## src/rtl/alu_pipe_if.sv

```systemverilog
// rtl/alu_pipe_if.sv - issue/result handshake bundle for alu_pipe
interface alu_pipe_if #(
  parameter int WIDTH = 16
);
  logic             in_valid;
  logic             in_ready;
  logic [3:0]       alu_op;
  logic [WIDTH-1:0] a;
  logic [WIDTH-1:0] b;
  logic             out_valid;
  logic             out_ready;
  logic [WIDTH-1:0] result;
  logic             zero;

  modport master (
    output in_valid, alu_op, a, b, out_ready,
    input  in_ready, out_valid, result, zero
  );

  modport slave (
    input  in_valid, alu_op, a, b, out_ready,
    output in_ready, out_valid, result, zero
  );
endinterface

```

## src/rtl/alu_pipe.sv

```systemverilog
// rtl/alu_pipe.sv - handshaked ALU with registered result; ALU_MULDIV_EN adds iterative MUL/MULH/DIVU/REMU
module alu_pipe #(
  parameter int WIDTH = 16
) (
  input  logic       clk,
  input  logic       rst,
  alu_pipe_if.slave  bus
);
  localparam int SH = $clog2(WIDTH);

  logic [WIDTH-1:0] result_q, result_d;
  logic             zero_q, zero_d;
  logic             out_valid_q, out_valid_d;
  logic [WIDTH-1:0] alu_res;
  logic [SH-1:0]    shamt;
  logic             accept;

  assign shamt  = bus.a[SH-1:0];
  assign accept = bus.in_valid && bus.in_ready;

  always_comb begin
    alu_res = '0;
    case (bus.alu_op)
      4'd0:    alu_res = bus.a + bus.b;
      4'd1:    alu_res = bus.a - bus.b;
      4'd2:    alu_res = bus.a & bus.b;
      4'd3:    alu_res = bus.a | bus.b;
      4'd4:    alu_res = {{(WIDTH-1){1'b0}}, ($signed(bus.a) < $signed(bus.b))};
      4'd5:    alu_res = bus.b << shamt;
      4'd6:    alu_res = bus.b >> shamt;
      4'd7:    alu_res = WIDTH'($signed(bus.b) >>> shamt);
      4'd8:    alu_res = bus.a ^ bus.b;
`ifdef ALU_MULDIV_EN
      // Only reached for a zero divisor; non-zero divisors go to the sequencer.
      4'd11:   alu_res = '1;
      4'd12:   alu_res = bus.a;
`endif
      default: alu_res = '0;
    endcase
  end

`ifdef ALU_MULDIV_EN
  typedef enum logic [1:0] {S_IDLE, S_MUL, S_DIV} state_t;

  state_t             state_q, state_d;
  logic [2*WIDTH-1:0] acc_q, acc_d;
  logic [WIDTH-1:0]   opnd_q, opnd_d;
  logic               hi_q, hi_d;
  logic [SH:0]        cnt_q, cnt_d;
  logic [WIDTH:0]     mul_sum;
  logic [WIDTH:0]     div_sh;
  logic               div_ge;
  logic [WIDTH:0]     div_diff;
  logic [2*WIDTH-1:0] mul_next, div_next;

  // acc holds {high product, multiplier} for MUL and {remainder, quotient} for DIV.
  assign mul_sum  = {1'b0, acc_q[2*WIDTH-1:WIDTH]} + (acc_q[0] ? {1'b0, opnd_q} : '0);
  assign mul_next = {mul_sum, acc_q[WIDTH-1:1]};
  assign div_sh   = {acc_q[2*WIDTH-1:WIDTH], acc_q[WIDTH-1]};
  assign div_ge   = (div_sh >= {1'b0, opnd_q});
  assign div_diff = div_sh - {1'b0, opnd_q};
  assign div_next = {(div_ge ? div_diff[WIDTH-1:0] : div_sh[WIDTH-1:0]),
                     acc_q[WIDTH-2:0], div_ge};

  assign bus.in_ready = (state_q == S_IDLE) && (!out_valid_q || bus.out_ready);
`else
  assign bus.in_ready = !out_valid_q || bus.out_ready;
`endif

  always_comb begin
    result_d    = result_q;
    zero_d      = zero_q;
    out_valid_d = out_valid_q;
    if (out_valid_q && bus.out_ready) out_valid_d = 1'b0;
`ifdef ALU_MULDIV_EN
    state_d = state_q;
    acc_d   = acc_q;
    opnd_d  = opnd_q;
    hi_d    = hi_q;
    cnt_d   = cnt_q;
    case (state_q)
      S_IDLE: begin
        if (accept) begin
          if (bus.alu_op == 4'd9 || bus.alu_op == 4'd10) begin
            state_d = S_MUL;
            opnd_d  = bus.a;
            acc_d   = {{WIDTH{1'b0}}, bus.b};
            hi_d    = (bus.alu_op == 4'd10);
            cnt_d   = (SH+1)'(WIDTH);
          end else if ((bus.alu_op == 4'd11 || bus.alu_op == 4'd12) && bus.b != '0) begin
            state_d = S_DIV;
            opnd_d  = bus.b;
            acc_d   = {{WIDTH{1'b0}}, bus.a};
            hi_d    = (bus.alu_op == 4'd12);
            cnt_d   = (SH+1)'(WIDTH);
          end else begin
            result_d    = alu_res;
            zero_d      = (alu_res == '0);
            out_valid_d = 1'b1;
          end
        end
      end
      S_MUL, S_DIV: begin
        acc_d = (state_q == S_MUL) ? mul_next : div_next;
        cnt_d = cnt_q - (SH+1)'(1);
        if (cnt_q == (SH+1)'(1)) begin
          result_d    = hi_q ? acc_d[2*WIDTH-1:WIDTH] : acc_d[WIDTH-1:0];
          zero_d      = (result_d == '0);
          out_valid_d = 1'b1;
          state_d     = S_IDLE;
        end
      end
      default: state_d = S_IDLE;
    endcase
`else
    if (accept) begin
      result_d    = alu_res;
      zero_d      = (alu_res == '0);
      out_valid_d = 1'b1;
    end
`endif
  end

  always_ff @(posedge clk) begin
    if (rst) begin
      result_q    <= '0;
      zero_q      <= 1'b1;
      out_valid_q <= 1'b0;
`ifdef ALU_MULDIV_EN
      state_q     <= S_IDLE;
      acc_q       <= '0;
      opnd_q      <= '0;
      hi_q        <= 1'b0;
      cnt_q       <= '0;
`endif
    end else begin
      result_q    <= result_d;
      zero_q      <= zero_d;
      out_valid_q <= out_valid_d;
`ifdef ALU_MULDIV_EN
      state_q     <= state_d;
      acc_q       <= acc_d;
      opnd_q      <= opnd_d;
      hi_q        <= hi_d;
      cnt_q       <= cnt_d;
`endif
    end
  end

  assign bus.result    = result_q;
  assign bus.zero      = zero_q;
  assign bus.out_valid = out_valid_q;
endmodule

```

## src/flat_wrapper.sv

```systemverilog
// flat-port wrapper written by rule: the top's interface ports become plain ports
module alu_pipe_flat 
#(
  parameter int WIDTH = 16
)
  (clk, rst, bus_in_valid, bus_alu_op, bus_a, bus_b, bus_out_ready, bus_in_ready, bus_out_valid, bus_result, bus_zero);
  alu_pipe_if #(.WIDTH(WIDTH)) bus_i ();
  input  logic clk;
  input  logic rst;
  input wire logic [$bits(bus_i.in_valid)-1:0] bus_in_valid;
  input wire logic [$bits(bus_i.alu_op)-1:0] bus_alu_op;
  input wire logic [$bits(bus_i.a)-1:0] bus_a;
  input wire logic [$bits(bus_i.b)-1:0] bus_b;
  input wire logic [$bits(bus_i.out_ready)-1:0] bus_out_ready;
  output wire logic [$bits(bus_i.in_ready)-1:0] bus_in_ready;
  output wire logic [$bits(bus_i.out_valid)-1:0] bus_out_valid;
  output wire logic [$bits(bus_i.result)-1:0] bus_result;
  output wire logic [$bits(bus_i.zero)-1:0] bus_zero;
  assign bus_i.in_valid = bus_in_valid;
  assign bus_i.alu_op = bus_alu_op;
  assign bus_i.a = bus_a;
  assign bus_i.b = bus_b;
  assign bus_i.out_ready = bus_out_ready;
  assign bus_in_ready = bus_i.in_ready;
  assign bus_out_valid = bus_i.out_valid;
  assign bus_result = bus_i.result;
  assign bus_zero = bus_i.zero;
  alu_pipe #(.WIDTH(WIDTH)) u_core (.clk(clk), .rst(rst), .bus(bus_i));
endmodule
```

## config.mk

```make
export PLATFORM = sky130hd
export DESIGN_NAME = alu_pipe_flat
export DESIGN_NICKNAME = d
export VERILOG_FILES = /design/src/rtl/alu_pipe_if.sv /design/src/rtl/alu_pipe.sv /design/src/flat_wrapper.sv
export SDC_FILE = /design/constraint.sdc
export NUM_CORES = 1
export LEC_CHECK = 0
export CELL_PAD_IN_SITES_DETAIL_PLACEMENT = 0
export CELL_PAD_IN_SITES_GLOBAL_PLACEMENT = 1
export CORE_AREA = 4 4 145 147
export DETAILED_ROUTE_END_ITERATION = 12
export DIE_AREA = 0 0 149 151
export PLACE_DENSITY_LB_ADDON = 0.25
export SLEW_MARGIN = 20
export SYNTH_ARGS = -nofsm -noshare
export SYNTH_HDL_FRONTEND = slang
export SYNTH_SLANG_ARGS = --single-unit
```

## constraint.sdc

```tcl
create_clock -name clk -period 6.2 [get_ports clk]
set_clock_uncertainty 0.05 [all_clocks]
set_input_delay 0.62 -clock clk [delete_from_list [all_inputs] [get_ports clk]]
set_output_delay 0.62 -clock clk [all_outputs]
set_load 0.02 [all_outputs]
```

======== After elaboration in Yosys (flattened, before gate mapping) ========
Cells that the tools add are included.
Widths: inputs -> output; s select.
storage, ports and cells
  bits of input ports ..................... 40
  word-level logic and storage cells ...... 30
  register bits ........................... 18
operators by class
  shifts and indexed selects .............. 3
  multiplexer cells ....................... 3
  equality and inequality tests ........... 8
  magnitude comparators ................... 1
  bitwise gates (word level) .............. 3
  $add $sub $neg .......................... 2
  reductions and logical operators ........ 7
operator list
  cell                count
  $pmux 16 s9         1
  $add 16x16->16      1
  $and 16x16->16      1
  $eq 4x3->1 const B  4
  $logic_not 16->1    1
  $lt 16x16->1        1
  $or 16x16->16       1
  $shl 16x4->16       1
  $shr 16x4->16       1
  $sshr 16x4->16      1
  $sub 16x16->16      1
  $xor 16x16->16      1
  $eq 4x2->1 const B  2
  $eq 4x1->1 const B  1
  $eq 4x4->1 const B  1
  $logic_not 4->1     1
  $logic_and 1x1->1   2
  $mux 1              2
  $reduce_bool 2->1   1
  $logic_not 1->1     1
  $logic_or 1x1->1    1

======== Depth between registers and ports, before layout ========
  depth in word-level cells ............... 4
  gate-level depth with buffers ........... 14
  depth with buffers taken out ............ 12

======== Worst setup path after synthesis ========
No wires, ideal clock.
  kind .................................... input to register
  from .................................... in bus_a[1]
  to ...................................... reg u_core.zero_q (netlist: u_core.bus.zero)
  arrival time ............................ 3.403 ns
  slack ................................... 2.687 ns
  stages on the path ...................... 14
  cells stage by stage .................... buf_4 buf_8 buf_6 inv_2 fa_1 o21ba_2 nor4_4 nor4b_1 o21bai_1 a221o_1 a2111oi_4 nand4_1 nor4_2 a221o_1
between the ends
  longest elaborated chain between the ends .. 3
  elaborated cells on any way between the ends .. 11
RTL lines
  element                                 line                RTL
  start: declaration                      flat_wrapper.sv:12  input wire logic [$bits(bus_i.a)-1:0] bus_a;
  $sub 16x16->16 (tied with other cells)  alu_pipe.sv:25      4'd1: alu_res = bus.a - bus.b;
  $pmux 16 s9 (*)                         alu_pipe.sv:23      case (bus.alu_op)
  $logic_not 16->1 (*)                    alu_pipe.sv:118     zero_d = (alu_res == '0);
  end signal: assignment                  alu_pipe.sv:138     zero_q <= zero_d;
  end: declaration                        alu_pipe.sv:12      logic zero_q, zero_d;
Mark *: on every way between the ends. The rest lies on a longest branch, timed or not.
A chain may end at the register's enable or synchronous reset.

======== Worst setup path after layout ========
  from .................................... in bus_a[2]
  to ...................................... reg u_core.zero_q (netlist: u_core.bus.zero)
Same word-level chain as after synthesis.

==> results.ini <==
[status]
status = completed

[global_routing]
gr-total-overflow = 0
grtUsageTotal_pct = 18.6
grt_max_degree = 45
antenna_found_initial = 0
grt_pass1_vias = 5111
grt_pass1_wl_um = 32500

[sta]
grt_setup_unrepaired = no
tns_ns = 0
hold_viol = 0
post-route-period-util_pct = 74.0
layout_setup_ws_ns = 1.61
fmaxAchievable_mhz = 218
slew_violations = 0
min_period_ns = 4.59
maxSlewHeadroom_pct = 17.8
worst_slew_pin_slew_ns = 1.23
setup_viol = 0
whs_ns = 0.404

[cts]
clk_pin_slew_ns = 0.05
post_cts_resized = 0
cts_sinks = 18
cts_buffers = 3
cts_hold_buf = 0
clock_latency_ns = 0.24
root_buffer = clkbuf_16
cts_max_path_buffers = 2
cts_tree = built
htree_num_levels = 1
post-cts-setup-buffer-count = 0

[synthesis]
ys_ff_latch = 18
ys.flop_type = dfxtp_1
synth_nets = 724
ys_seq_area_share_pct = 7.36
synthCells = 634
synth_cell_type_count = 89
syn_area_per_cell_um2 = 7.72
synth_edf_count = 0
ys_warn_count = 0
syn_area_um2 = 4900
synth-async-reset-ratio_pct = 0

[power]
p_seq_share_pct = 18.6
power_uw = 703
combinationalPowerShare_pct = 63.8
p_leak_nw = 2.24
vdd_ir_drop_max_uv = 104
pwr_density_cell_nw_per_um2 = 123
internal_power_uw = 385
swShare_pct = 45.2
clock_power_share_pct = 17.6
switchingPower_uw = 317

[placement]
gp_congestion = 0.916
pre_cts_slack_ns = 1.38
dp_cells = 926
portBuffers = 58
place.detailed.hpwl_um = 16900

[routing]
vias = 5295
ant_nets = 0
drt_wl_total_um = 21400
wl_per_cell_um = 23.0
first_pass_iters = 5
drt-vias-per-instance = 5.70
drtIter0Drc = 506
drc = 0

[layout]
layout_common_cells = nor2_1 (66), nand2_1 (60), clkdlybuf4s50_1 (56), ha_1 (48), inv_1 (47)
drive_gt1_share_pct = 10.2
insertedDiodeCount = 0
multiInputGateArea_um2 = 4080
final_common_cell = nor2_1
final_cells = 929
fill_cells = 2167
nets = 751
area_growth_pct = 16.4
seq_area_um2 = 360

[worst_setup_path]
worstReg2RegStart = u_core.bus.out_valid$_SDFFE_PP0P_
crit_start = bus_a[2]
path_buf_inv = 3
cp-end-kind = register
critPathArrivalTime_ns = 4.73
critical_path.top_delay_family = compound AO/OA/AOI/OAI gates
critPathMostFrequentCell = a221o_1
critPathRequiredTime_ns = 6.34
worstSetupPathType = in -> reg
critPathSlowestCell = a211oi_1
critical-path-max-stage-delay_ns = 0.53
crit_path_start_kind = primary input
crit_chain = clkdlybuf4s50_1, buf_4, inv_1, ha_1, a21oi_1, o21ai_1, a31oi_1, o21ai_0, a221o_1, a211oi_1, nand3_1, nor4_2, a221o_1
crit_fanout = 23

[hold_path]
hold_class = reg -> reg
worstHoldStart = u_core.bus.result[14]$_SDFFE_PP0P_

[die]
rows = 52
dieArea_um2 = 22500
pin_count = 59
die_h_um = 151
initial_utilization_pct = 24.6
die_w_um = 149
core_area_um2 = 19900

[flow_run]
drv_cap = 0

final timing paths:
| path | to | slack [ns] | cells after the start |
|---|---|---|---|
| worst max-delay path | u_core.bus.zero$_SDFFE_PP1P_ | 1.61 | 13 |
| worst min-delay path | u_core.bus.result[14]$_SDFFE_PP0P_ | 0.40 | 2 |
| worst max register to register | u_core.bus.zero$_SDFFE_PP1P_ | 3.68 | 10 |
| worst min register to register | u_core.bus.result[14]$_SDFFE_PP0P_ | 0.40 | 2 |
per-layer routing:
layer  up-vias  wire (µm)  GRT usage, %
li1       2442          -             -
met1      2586       9620          26.1
met2       239       9770          30.6
met3        28       1500          2.60
met4         0        466          4.03
met5         -          0             0
worst reg2reg max path, cell delays in order, from the launching register on:
cell and delay (ns):
dfxtp_1 0.30, nand2b_1 0.12, and2_1 0.14, buf_4 0.30, o221ai_4 0.18, nor4b_4 0.32, nand4bb_1 0.15, nor4_1 0.31
nand4_1 0.18, nor4_2 0.25, a221o_1 0.17
power by group through the flow:
stage	clock (mW)	sequential (mW)	combinational, mW
global placement	0	0.133	0.445
floorplan	0	0.145	0.276
CTS	0.126	0.131	0.445
global route	0.132	0.132	0.484
detailed placement	0	0.133	0.443
finish	0.124	0.131	0.448
layout make-up:
class                           count  share of cell area [%]
Clock buffer                        3                    1.32
Inverter                           49                    3.23
Multi-Input combinational cell    518                    71.5
Sequential cell                    18                    6.32
Tap cell                          270                    5.93
Timing Repair Buffer               71                    11.7
flip-flops by register name, summed over array words and instances, names as in the netlist:
signal                count
u_core.bus.out_valid      1
u_core.bus.result        16
u_core.bus.zero           1
logic make-up after synthesis:
family	share of synthesized area, %
AND/OR/NAND/NOR	23.4
XOR/XNOR	0.537
AO/OA/AOI/OAI	29.5
multiplexers	16.4
adder cells (fa/ha/maj)	13.1
buffers and inverters	9.68
flip-flops	7.36
synthesized netlist by cell type (5+ instances only):
| cell type | instances | share of area, % |
|---|---|---|
| nor2_1 | 66 | 5.1 |
| nand2_1 | 60 | 4.6 |
| ha_1 | 48 | 12 |
| inv_1 | 47 | 3.6 |
| a21oi_1 | 38 | 3.9 |
| mux2i_1 | 24 | 4.9 |
| clkbuf_1 | 23 | 1.8 |
| o21ai_0 | 23 | 2.4 |
| a211oi_1 | 21 | 3.2 |
| dfxtp_1 | 18 | 7.4 |
| nor3_1 | 17 | 1.7 |
| mux4_2 | 16 | 7.4 |
| nand3_1 | 16 | 1.6 |
| o211ai_1 | 14 | 2.1 |
| buf_2 | 13 | 1.3 |
| a221o_1 | 10 | 2.0 |
| buf_6 | 9 | 2.1 |
| o22ai_1 | 8 | 1.0 |
| a31oi_1 | 7 | 0.89 |
| nor4_1 | 7 | 0.89 |
| nand2b_1 | 6 | 0.77 |
| nor2b_1 | 6 | 0.77 |
| o221ai_1 | 6 | 1.1 |
| a211o_1 | 5 | 0.89 |
| a21o_1 | 5 | 0.77 |
| mux4_1 | 5 | 2.7 |
| o21bai_1 | 5 | 0.77 |
per-stage QoR:
stage                     util (%)  area, µm²
after floorplan                  -       4900
after global placement        28.3       5630
after detailed placement      28.3       5630
after CTS                     28.6       5700
after global routing          28.6       5700
final                         28.6       5700
Power figures use the tool's default switching activity.
